[src/rtl/multicycle_ctrl_pkg.sv]
// Shared definitions for the multi-cycle RV32I sequencing controller.
// Provides the FSM state type, the raw state codes (for debug decoders and
// benches that only see the 3-bit state port) and a small state classifier.
package multicycle_ctrl_pkg;

  // Raw state codes as seen on the debug state port.
  localparam logic [2:0] CTRL_IDLE   = 3'd0;
  localparam logic [2:0] CTRL_FETCH  = 3'd1;
  localparam logic [2:0] CTRL_DECODE = 3'd2;
  localparam logic [2:0] CTRL_EXEC   = 3'd3;
  localparam logic [2:0] CTRL_MEM    = 3'd4;
  localparam logic [2:0] CTRL_WB     = 3'd5;
  localparam logic [2:0] CTRL_HALT   = 3'd6;
  localparam logic [2:0] CTRL_TRAP   = 3'd7;

  typedef enum logic [2:0] {
    StIdle   = CTRL_IDLE,
    StFetch  = CTRL_FETCH,
    StDecode = CTRL_DECODE,
    StExec   = CTRL_EXEC,
    StMem    = CTRL_MEM,
    StWb     = CTRL_WB,
    StHalt   = CTRL_HALT,
    StTrap   = CTRL_TRAP
  } ctrl_state_e;

  // True while an instruction is being processed (not idle or stopped).
  function automatic logic ctrl_is_running(ctrl_state_e s);
    return (s != StIdle) && (s != StHalt) && (s != StTrap);
  endfunction

endpackage

[src/rtl/ctrl_perf_counter.sv]
// Performance counters for the multi-cycle controller.
// Only built when CTRL_PERF_CNT_EN is defined.
//
// Ports:
//   clk, rst_n      clock and asynchronous active-low reset
//   count_cycle     increment cycle_cnt this cycle
//   count_instret   increment instret_cnt this cycle (one per retired instr)
//   cycle_cnt       active-cycle count, wraps modulo 2^32
//   instret_cnt     retired-instruction count, wraps modulo 2^32
`ifdef CTRL_PERF_CNT_EN
module ctrl_perf_counter (
  input  logic        clk,
  input  logic        rst_n,
  input  logic        count_cycle,
  input  logic        count_instret,
  output logic [31:0] cycle_cnt,
  output logic [31:0] instret_cnt
);

  logic [31:0] cycle_q, cycle_d;
  logic [31:0] instret_q, instret_d;

  always_comb begin
    cycle_d   = cycle_q;
    instret_d = instret_q;
    if (count_cycle) begin
      cycle_d = cycle_q + 32'd1;
    end
    if (count_instret) begin
      instret_d = instret_q + 32'd1;
    end
  end

  always_ff @(posedge clk or negedge rst_n) begin
    if (!rst_n) begin
      cycle_q   <= '0;
      instret_q <= '0;
    end else begin
      cycle_q   <= cycle_d;
      instret_q <= instret_d;
    end
  end

  assign cycle_cnt   = cycle_q;
  assign instret_cnt = instret_q;

endmodule
`endif

[src/rtl/multicycle_ctrl.sv]
// Main sequencing FSM of the multi-cycle RV32I core.
// Steps each instruction through FETCH, DECODE, EXEC, (MEM,) WB, handshakes
// with the instruction and data memories and gates IR/EX/RF/PC write strobes.
// Owns no datapath.
//
// Ports:
//   clk, rst_n             clock, asynchronous active-low reset
//   is_load, is_store      decoder flags (valid from DECODE onward)
//   reg_we, is_halt        decoder register-write and halt flags
//   dec_illegal            decoder did not recognise the opcode
//   imem_ack, dmem_ack     single-cycle memory acknowledges
//   imem_req, dmem_req     level memory requests; dmem_we qualifies dmem_req
//   ir_we, ex_we           latch IR / latch ALU result
//   rf_we, pc_we           register-file / PC write strobes
//   halted, trap           sticky stop indications
//   state                  current FSM state (debug)
//   cycle_cnt, instret_cnt performance counters (only with CTRL_PERF_CNT_EN)
//
// Parameters:
//   MEM_TIMEOUT  wait cycles tolerated on a memory request before trapping;
//                0 disables the watchdog
//   CNT_W        watchdog counter width, must hold MEM_TIMEOUT
module multicycle_ctrl
  import multicycle_ctrl_pkg::*;
#(
  parameter int unsigned MEM_TIMEOUT = 255,
  parameter int unsigned CNT_W       = 8
) (
  input  logic        clk,
  input  logic        rst_n,
  input  logic        is_load,
  input  logic        is_store,
  input  logic        reg_we,
  input  logic        is_halt,
  input  logic        dec_illegal,
  input  logic        imem_ack,
  input  logic        dmem_ack,
  output logic        imem_req,
  output logic        dmem_req,
  output logic        dmem_we,
  output logic        ir_we,
  output logic        ex_we,
  output logic        rf_we,
  output logic        pc_we,
  output logic        halted,
  output logic        trap,
  output logic [2:0]  state
`ifdef CTRL_PERF_CNT_EN
  ,
  output logic [31:0] cycle_cnt,
  output logic [31:0] instret_cnt
`endif
);

  localparam bit WdEnable = (MEM_TIMEOUT != 0);
  // Trap fires on the wait cycle whose increment would reach MEM_TIMEOUT.
  localparam logic [CNT_W-1:0] WdLast = CNT_W'(MEM_TIMEOUT - 1);

  ctrl_state_e      state_q, state_d;
  logic [CNT_W-1:0] wd_q, wd_d;

  // Outputs decode from state_q only, so the async reset drops any
  // outstanding request in the same cycle.
  always_comb begin
    state_d  = state_q;
    wd_d     = '0;
    imem_req = 1'b0;
    dmem_req = 1'b0;
    dmem_we  = 1'b0;
    ir_we    = 1'b0;
    ex_we    = 1'b0;
    rf_we    = 1'b0;
    pc_we    = 1'b0;
    halted   = 1'b0;
    trap     = 1'b0;

    unique case (state_q)
      StIdle: begin
        state_d = StFetch;
      end
      StFetch: begin
        imem_req = 1'b1;
        if (imem_ack) begin
          ir_we   = 1'b1;
          state_d = StDecode;
        end else if (WdEnable && (wd_q == WdLast)) begin
          state_d = StTrap;
        end else begin
          wd_d = wd_q + CNT_W'(1);
        end
      end
      StDecode: begin
        if (dec_illegal) begin
          state_d = StTrap;
        end else if (is_halt) begin
          state_d = StHalt;
        end else begin
          state_d = StExec;
        end
      end
      StExec: begin
        ex_we   = 1'b1;
        state_d = (is_load || is_store) ? StMem : StWb;
      end
      StMem: begin
        dmem_req = 1'b1;
        dmem_we  = is_store;
        if (dmem_ack) begin
          state_d = StWb;
        end else if (WdEnable && (wd_q == WdLast)) begin
          state_d = StTrap;
        end else begin
          wd_d = wd_q + CNT_W'(1);
        end
      end
      StWb: begin
        rf_we   = reg_we;
        pc_we   = 1'b1;
        state_d = StFetch;
      end
      StHalt: begin
        halted = 1'b1;
      end
      StTrap: begin
        trap = 1'b1;
      end
    endcase
  end

  always_ff @(posedge clk or negedge rst_n) begin
    if (!rst_n) begin
      state_q <= StIdle;
      wd_q    <= '0;
    end else begin
      state_q <= state_d;
      wd_q    <= wd_d;
    end
  end

  assign state = state_q;

`ifdef CTRL_PERF_CNT_EN
  ctrl_perf_counter u_perf (
    .clk          (clk),
    .rst_n        (rst_n),
    .count_cycle  (ctrl_is_running(state_q)),
    .count_instret(state_q == StWb),
    .cycle_cnt    (cycle_cnt),
    .instret_cnt  (instret_cnt)
  );
`endif

endmodule

[config.mk]
export PLATFORM = sky130hd
export DESIGN_NAME = multicycle_ctrl
export DESIGN_NICKNAME = d
export VERILOG_FILES = /design/src/rtl/multicycle_ctrl_pkg.sv /design/src/rtl/ctrl_perf_counter.sv /design/src/rtl/multicycle_ctrl.sv
export SDC_FILE = /design/constraint.sdc
export NUM_CORES = 1
export LEC_CHECK = 0
export CAP_MARGIN = 20
export CORE_MARGIN = 2
export CORE_UTILIZATION = 40
export DETAILED_ROUTE_END_ITERATION = 10
export MAX_ROUTING_LAYER = met4
export PLACE_DENSITY = 0.73
export SYNTH_ARGS = -nofsm -noshare
export SYNTH_HDL_FRONTEND = slang
export SYNTH_SLANG_ARGS = --single-unit
[constraint.sdc]
create_clock -name clk -period 1.43 [get_ports clk]
set_clock_uncertainty 0.15 [all_clocks]
set_input_delay 0.143 -clock clk [delete_from_list [all_inputs] [get_ports clk]]
set_output_delay 0.143 -clock clk [all_outputs]
set_load 0.01 [all_outputs]
; After elaboration in Yosys (flattened, before gate mapping)
; Index checks and enable logic that the tools add are counted.
[totals]
ff_bits = 11
output_inout_bits = 12
wordCells = 36
[op_classes]
addsub = 1
eq_ne = 8
mux = 21
reduce_logical = 4
[op_table]
columns = cell, n
row1 = $mux W8, 3
row2 = $pmux W8 S2, 1
row3 = $mux W3, 5
row4 = $pmux W3 S5, 1
row5 = $eq A3 B3 Y1 const B, 4
row6 = $mux W1, 11
row7 = $add A8 B1 Y8 const B, 1
row8 = $eq A8 B8 Y1 const B, 1
row9 = $eq A3 B2 Y1 const B, 2
row10 = $reduce_bool A5 Y1, 1
row11 = $eq A3 B1 Y1 const B, 1
row12 = $logic_not A3 Y1, 1
row13 = $reduce_or A2 Y1, 1
row14 = $logic_or A1 B1 Y1, 1

; Depth between registers and ports, before layout
; Gate-level depths: netlist (run 1).
[depth]
depth_word = 4
ltp_mapped = 5

; Worst setup path after synthesis (run 1)
; No wires, ideal clock.
[synth_timing]
path_type = register to register
from = register state_q[0], in the netlist state[0]
to = register state_q[1], in the netlist state[1]
setup_time_ns = 0.066
t_arrival_ns = 1.368
required_ns = 1.214
setup_slack_ns = -0.154
path_stages_with_launch = 5
n_path_buf = 1
synth_period_minus_slack_ns = 1.584
cell_sequence = dfrtp_1 -> buf_2 -> nor3b_1 -> and2_1 -> a221o_1
[synth_via]
elab_chain_cells = 3
[synth_rtl]
columns = element, line_no
row1 = start: declaration, multicycle_ctrl.sv:59  ; ctrl_state_e state_q, state_d;
row2 = start signal: assignment, multicycle_ctrl.sv:132  ; state_q <= StIdle;
row3 = start signal: assignment, multicycle_ctrl.sv:135  ; state_q <= state_d;
row4 = $eq A3 B3 Y1 or $logic_not A3 Y1 (tied branches), multicycle_ctrl.sv:77  ; unique case (state_q)
row5 = $reduce_or A2 Y1 (no line), --
row6 = $pmux W3 S5 or $reduce_bool A5 Y1 (tied branches), --
; Parallel ways exist; a longest one is shown, timed or not.
; A chain may end at the register's enable or synchronous reset.

; Final worst setup path (run 1)
[layout_timing]
from = register state_q[1], in the netlist state[1]
to = register state_q[1], in the netlist state[1]
[layout_via]
elab_chain_cells = 3
[layout_rtl]
columns = element, line_no
row1 = $eq A3 B3 Y1 (tied with other cells), multicycle_ctrl.sv:77
row2 = $reduce_or A2 Y1 (no line) (tied with other cells), --
row3 = $pmux W3 S5 or $reduce_bool A5 Y1 (tied branches), --
; Parallel ways exist; a longest one is shown, timed or not.

==> results.toml, run 1 <==
[synth]
ys_top_cells_by_area = "dfrtp_1 40%, nor2_1 4.9%, a21oi_1 3.6%, ha_1 3.6%, nand2b_1 3.6%"
ys_seq_area_share_pct = 39.9
synthDistinctLibCells = 30
syn_area_per_cell_um2 = 8.74
synth_largest_area_cell = "dfrtp_1"
synthesis.nets = 90
yosysWarnings = 0
synth_edf_count = 0
ys_ff_latch = 11
synth_top_area_share_pct = 39.9
synth.cell_area_um2 = 691
synth-async-reset-ratio_pct = 100
synthCells = 79
synthFlopType = "dfrtp_1"

[global_routing]
overflow = 0
antenna_found_initial = 0
grt_max_degree = 12
grt_pass1_wl_um = 3680
grt_pass1_vias = 845
grt.total_usage_pct = 26.2

[floorplanning]
die_w_um = 45.6
die_height_um = 45.6
rows = 15
start_util_pct = 41.3
core_area_um2 = 1670
pin_count = 21
die_area_um2 = 2080

[sta]
slew_violations = 0
period_share_pct = 116
finalSetupViolCount = 21
slew_headroom_pct = 68.4
fmax_mhz = 604
final_hold_viol_count = 0
finalCriticalPeriod_ns = 1.66
worst_slew_pin_slew_ns = 0.472
rsz0062_at_grt = "true"
timing.final.ws_setup_ns = -0.227
whs_ns = 0.0434

[routing]
post_drt_wl_per_cell_um = 19.3
dr.pass1.iters = 4
vias_per_cell = 5.81
first_iter_violations = 10
vias = 865
wirelength_um = 2870
detail-route-antenna-nets = 0
drc_errors = 0

[clock_network]
htree_levels = 1
clock-sinks = 11
hold_buffers = 0
cts_root_buffer = "clkbuf_4"
cts_max_path_buffers = 2
clkLatencyLatePin_ns = 0.27
cts_tree = "done"
clk_pin_slew_worst_paths_ns = 0.07
numCtsBuffers = 3

[worst_setup_path]
path_depth = 5
crit_top_cell = "buf_6"
crit_required_ns = 1.43
reg2regPathDepth = 5
path_buf_inv = 2
crit_path_start_kind = "flip-flop"
cp-end-kind = "flip-flop"
crit_chain = "buf_6 -> buf_6 -> nor2b_1 -> a211o_1 -> a221o_1"
slowest_delay_ns = 0.42
cp_slowest_cell = "dfrtp_1"
cp_max_fo = 4
cp.arrival_ns = 1.66
crit_family = "compound AO/OA/AOI/OAI gates"
worst-setup-path-type = "flip-flop to flip-flop"

[worst_hold_path]
min_path_type = "input pin to async pin"

[pwr]
power.density_nw_per_um2 = 1640
power.leakage_nw = 0.591
peakVddDrop_mv = 1.27

[placement]
portBuffers = 20
gp_congestion = 0.861
place_area_um2 = 1100
dp_hpwl_um = 1550

[run]
drv_cap = 0

[finish]
mostFrequentLayoutCells = "24 x buf_4, 16 x buf_6, 9 x dfrtp_1"
areaGrowthSynthToFinish_pct = 101
final_common_cell = "buf_4"
final_nets = 144
multiInputGateArea_um2 = 592
final_layout_size_suffix_gt1_share_pct = 56.8
n_antenna_cell = 0
seq_area_um2 = 278
fillers = 90
final_cell_area_um2 = 1390

[status]
violations = "negative setup slack"
status = "complete, but fails checks"
## layout make-up
class	count	area share [%]
clock buffer	4	1.89
inverter	2	0.540
sequential	11	20.0
multi-input combinational	63	42.6
tap	17	1.53
timing repair buffer	52	33.5
## what timing repair did
item / in CTS / in global routing
gates resized for setup: 69 / 31
setup buffers: 5 / 4
pin swaps: 8 / 6
setup endpoints to repair: 23 / 22
## worst paths after layout
kind	from	to	slack (ns)
setup / recovery	state[1]	state[1]	-0.23
min in group clk	is_halt	state[2]	0.43
max in group asynchronous	rst_n	wd_q[1]	0.74
hold / removal	rst_n	wd_q[5]	0.04
hold reg to reg	wd_q[0]	wd_q[0]	0.43
setup reg to reg	state[1]	state[1]	-0.23
## cells by family after synthesis
logic type	share of synthesized area, %
AOI/OAI and AO/OA	20.3
xor gates and xnor gates	1.27
adders and majority gates	3.62
buffers and inverters	3.26
DFF	39.9
and+or+nand+nor	31.7
## synthesized netlist by cell type (2+ instances only)
cell and number:
a211o_1 2, a21oi_1 5, a31oi_1 2, and2_1 3, and3_1 3, buf_2 3
dfrtp_1 11, ha_1 2, inv_1 2, nand2_1 2, nand2b_1 4, nand3_1 4
nand4_1 3, nor2_1 9, nor2b_1 2, nor3_1 2, nor3b_1 3, o21ai_0 5
## report_power, final
group | total (mW) | switching (mW) | leakage, nW | internal [mW]
sequential | 0.462 | 0.0898 | 0.144 | 0.372
clock | 0.211 | 0.103 | 0.0150 | 0.108
combinational | 1.61 | 0.710 | 0.432 | 0.898
## metrics by stage
stage                     power, mW  TNS, ns  cells  setup slack [ns]  util, %
after floorplan               0.900   -0.154     79           -0.0861        -
after global placement         1.44    -2.26    137            -0.216     65.6
after detailed placement       1.47    -2.71    137            -0.274     65.6
after CTS                      1.93    -1.18    146            -0.218     74.6
after global routing           2.39    -2.62    149            -0.258     83.2
final                          2.28    -1.79    149            -0.227     83.2
## state kept, by name (all words and copies together) (netlist names)
name and cells:
wd_q 8, state 3
## layer usage
| layer | GRT usage (%) | up-vias | routed length, um |
|---|---|---|---|
| li1 | - | 404 | - |
| met1 | 27.8 | 418 | 1100 |
| met2 | 46.8 | 37 | 1580 |
| met3 | 2.38 | 6 | 140 |
| met4 | 14.7 | 0 | 55 |
| met5 | - | - | 0 |
Power figures use the tool's default switching activity.
==> run 2, diff against run 1 <==
- CORE_UTILIZATION: 40 -> 53
- CTS_CLUSTER_DIAMETER: unset -> 50
- DONT_BUFFER_PORTS: unset -> 1
- PLACE_DENSITY: 0.73 -> unset
- PLACE_DENSITY_LB_ADDON: unset -> 0.3
==> run 2 against run 1 <==
  * The flow still finishes with violations (negative setup slack)
  * Hold slack lost 0.0021 ns
  * Setup slack gained 0.055 ns
  * Count of clock-buffer cells in the layout is the same
  * Cell area shrank 17%
  * Utilization grew 9.3 points
  * Critical path type is now flip-flop to output port
  * Largest cell class unchanged
  * Largest power group unchanged
==> results.toml, run 2 (same netlist as run 1, synthesis figures left out) <==
[placement]
gp_congestion = 0.916
portBuffers = 0
place_ws_ns = -0.0735
dp.cells = 106
dp_hpwl_um = 1240

[sta]
slew_violations = 0
slew_headroom_pct = 64.8
finalSetupViolCount = 19
worst_slew_pin_slew_ns = 0.526
final_hold_viol_count = 0
setup_tns_ns = -1.88
rsz0062_at_grt = "true"
timing.final.ws_setup_ns = -0.172
finalCriticalPeriod_ns = 1.60
period_share_pct = 112
fmax_mhz = 624

[routing]
dr.pass1.iters = 4
detail-route-antenna-nets = 0
drc_errors = 0
first_iter_violations = 31
post_drt_wl_per_cell_um = 23.6
wirelength_um = 2970
vias = 871
vias_per_cell = 6.91

[pwr]
power.density_nw_per_um2 = 1690
peakVddDrop_mv = 1.22
power.leakage_nw = 0.465

[finish]
final_nets = 123
fillers = 42
largest_reg_flops = 8
multiInputGateArea_um2 = 539
n_antenna_cell = 0
seq_area_um2 = 279
final_common_cell = "buf_4"
instances_no_fill = 126
areaGrowthSynthToFinish_pct = 67.8
utilization_pct = 92.5
mostFrequentLayoutCells = "18 x buf_4, 8 x buf_6, 8 x dfrtp_1"
regMostFlops = "wd_q"
final_layout_size_suffix_gt1_share_pct = 51.4

[worst_setup_path]
crit_required_ns = 1.14
path_depth = 3
crit_family = "flip-flops"
cp.arrival_ns = 1.31
slowest_delay_ns = 0.44
crit_chain = "buf_6 -> nor3b_4 -> and2_4"
cp_slowest_cell = "dfrtp_1"
crit_path_start_kind = "flip-flop"
worst-setup-path-type = "flip-flop to output port"
reg2regPathDepth = 4
cp_max_fo = 4
path_buf_inv = 1
cp-end-kind = "output port"

[floorplanning]
rows = 13
die_area_um2 = 1610
die_height_um = 40.1
die_w_um = 40.1
start_util_pct = 55.1
core_area_um2 = 1250
pin_count = 21

[global_routing]
grt_pass1_wl_um = 3620
overflow = 0
grt_pass1_vias = 778
antenna_found_initial = 0
grt_max_degree = 12
grt.total_usage_pct = 36.7

[clock_network]
clk_pin_slew_worst_paths_ns = 0.07
cts_max_path_buffers = 2
cts_root_buffer = "clkbuf_4"
cts_tree = "done"
numCtsBuffers = 3
clock-sinks = 11
htree_levels = 1
clkLatencyLatePin_ns = 0.27

[run]
drv_cap = 0

[worst_hold_path]
hold_depth = 2
min_path_type = "input pin to flip-flop"

[status]
status = "complete, but fails checks"
violations = "negative setup slack"
## run 2: metrics by stage
step	hold slack, ns	cell area [um2]	power (mW)
after floorplan	-0.303	716	0.900
after global placement	-0.302	826	1.13
after detailed placement	-0.302	826	1.16
after CTS	0.0418	1040	1.72
after global routing	0.0592	1160	2.03
final	0.0413	1160	1.96
## run 2: metal layers
metal | vias up | part of all wire (%) | global-route usage (%)
met1 | 421 | 38 | 39.0
met3 | 19 | 8.5 | 7.78
met5 | - | 0 | -
met2 | 68 | 49 | 61.3
li1 | 363 | - | -
met4 | 0 | 4.6 | 23.3
## run 2: final cells by class
type                    count  share of cell area, %
flip-flops and latches     11                   24.1
repair buffers             31                   24.6
inverters                   2                  0.864
well taps                  15                   1.62
clock buffers               4                   2.27
multi-input cells          63                   46.5
## run 2: path summary, 6_finish.rpt
check / startpoint / endpoint / slack [ns]
worst max-delay path: state[1] / ir_we / -0.17
worst min-delay path: dec_illegal / state[0] / 0.04
worst max register to register: state[0] / state[1] / -0.16
worst min register to register: wd_q[0] / wd_q[0] / 0.45
max in group asynchronous: rst_n / state[2] / 0.61
min in group asynchronous: rst_n / wd_q[5] / 0.14
## run 2: what timing repair did
item                                    4_1_cts  5_1_grt
gates resized for setup                      26       16
hold buffers                                  4        0
hold endpoints to repair                     13        0
pin swaps                                     5        8
endpoints found under the setup margin       19       20
setup buffers                                 7        5
## run 2: power breakdown
part           total [mW]  internal [mW]  switching [mW]
sequential          0.476          0.374           0.102
combinational        1.27          0.669           0.604
clock               0.215          0.108           0.107
==> run 3, diff against run 2 <==
- CORE_AREA: unset -> 2 2 39 41
- CORE_MARGIN: 2 -> unset
- CORE_UTILIZATION: 53 -> unset
- DIE_AREA: unset -> 0 0 41 43
- clock period: 1.43 -> 1.83 ns (I/O delays scaled with it)
==> run 3 against run 2 <==
  * The flow now finishes without violations
  * Power down 50%
  * Utilization down 34 points
  * Flip-flop and latch count unchanged
  * Die area up 9.6%
  * Wire length down 48%
  * Cell area down 30%
  * Combinational power down 65%
  * Critical path depth up 1
  * Critical path type unchanged
  * Global-route usage down 17 points
  * Sequential share of layout area up 10 points
  * Largest cell class unchanged
  * Non-clock buffer count down 23
  * Cell count down 17%
==> results.toml, run 3 (same netlist as run 1, synthesis figures left out) <==
[status]
status = "complete, no violations"

[sta]
rsz0062_at_grt = "false"
finalSetupViolCount = 0
fmax_mhz = 579
whs_ns = 0.0856
finalCriticalPeriod_ns = 1.73
period_share_pct = 94.4
worst_slew_pin_slew_ns = 0.507
slew_headroom_pct = 66.1
setup_tns_ns = 0
final_hold_viol_count = 0
slew_violations = 0

[global_routing]
antenna_found_initial = 0
grt_pass1_vias = 590
grt_max_degree = 12
grt_pass1_wl_um = 2270
overflow = 0
grt.total_usage_pct = 19.8

[clock_network]
clock-sinks = 11
cts_root_buffer = "clkbuf_4"
cts_tree = "done"
htree_levels = 1
post_cts_buffers = 0
cts_max_path_buffers = 2
clkLatencyLatePin_ns = 0.27
numCtsBuffers = 3
clk_pin_slew_worst_paths_ns = 0.07

[worst_setup_path]
crit_chain = "buf_4 -> inv_2 -> and3_4 -> and2_1"
cp_max_fo = 9
cp-end-kind = "output port"
cp.arrival_ns = 1.39
worst-setup-path-type = "flip-flop to output port"
crit_required_ns = 1.50
reg2reg_from = "wd_q[0]"
crit_path_start_kind = "flip-flop"
r2r_setup_slack_ns = 0.18
slowest_delay_ns = 0.46
startpoint = "state[1]"
cp_slowest_cell = "dfrtp_2"

[pwr]
power.leakage_nw = 0.319
peakVddDrop_mv = 0.605
internal_power_mw = 0.577
power.density_nw_per_um2 = 1210
combPwrFrac_pct = 45.0
swShare_pct = 40.9
total_power_mw = 0.976
switching_power_mw = 0.399
clockPowerShare_pct = 16.4
power.share.sequential_pct = 38.6

[finish]
n_antenna_cell = 0
fillers = 123
seq_area_um2 = 279
final_layout_size_suffix_gt1_share_pct = 15.9
regMostFlops = "wd_q"
multiInputGateArea_um2 = 405
mostFrequentLayoutCells = "8 x nor2_1, 8 x dfrtp_1, 5 x o21ai_0, 5 x a21oi_1"
largest_reg_flops = 8
instances_no_fill = 104
areaGrowthSynthToFinish_pct = 17.0
final_nets = 100

[routing]
first_iter_violations = 14
post_drt_wl_per_cell_um = 14.8
vias_per_cell = 6.07
vias = 631
wirelength_um = 1540
dr.pass1.iters = 5
detail-route-antenna-nets = 0
drc_errors = 0

[placement]
dp_hpwl_um = 1130
gp_congestion = 0.865
dp.cells = 96
portBuffers = 0

[floorplanning]
die_w_um = 41
core_area_um2 = 1380
rows = 14
die_area_um2 = 1760
start_util_pct = 49.9
pin_count = 21
die_height_um = 43

[run]
drv_cap = 0

[worst_hold_path]
min_path_type = "input pin to flip-flop"
min_from = "dec_illegal"
-- run 3: cell types whose count changed in the layout (fill, tap and decap cells not counted), sizes merged --
cell	delta
buf	-23
-- run 3: critical path: cells and delay by family, from the launching register on --
kind                   cells  cell delay, ns
AND/OR/NAND/NOR            2            0.38
flip-flops                 1            0.46
buffers and inverters      2            0.29
-- run 3: metal layers --
layer / routed length [um] / GRT usage (%) / part of all wire, %
met1: 643 / 19.9 / 42
met4: 0 / 4.00 / 0
met3: 111 / 9.42 / 7.2
met2: 782 / 33.4 / 51
met5: 0 / - / 0
-- run 3: layout make-up --
class	count	share of cell area, %
clock buffer	4	3.25
inverter	2	0.929
multi-input combinational	63	50.2
sequential	11	34.5
tap	16	2.48
timing repair buffer	8	8.67
-- run 3: worst paths after layout --
kind                       endpoint  depth (start not counted)
setup / recovery              rf_we                          4
setup reg to reg           state[2]                          5
max in group asynchronous  state[0]                          1
hold reg to reg             wd_q[0]                          1
hold / removal             state[0]                          2
min in group asynchronous   wd_q[2]                          1
-- run 3: power by group through the flow --
stage	logic (mW)	clock network (mW)	registers, mW
after detailed placement	0.407	0	0.370
after global placement	0.398	0	0.366
after CTS	0.436	0.169	0.373
after floorplan	0.307	0	0.353
after global routing	0.496	0.183	0.387
final	0.439	0.160	0.376
-- run 3: stage by stage --
stage	utilization [%]	instance area, um2	setup slack (ns)
floorplan	-	691	0.246
global placement	52.4	726	0.230
detailed placement	52.4	726	0.183
CTS	58.0	803	0.0318
global route	58.4	808	0.0000282
finish	58.4	808	0.103
-- run 3: timing repair --
action                                  4_1_cts  5_1_grt
endpoints found under the setup margin        2        3
hold buffers                                  4        0
gates resized for setup                       3        4
endpoints found under the hold margin        12        0
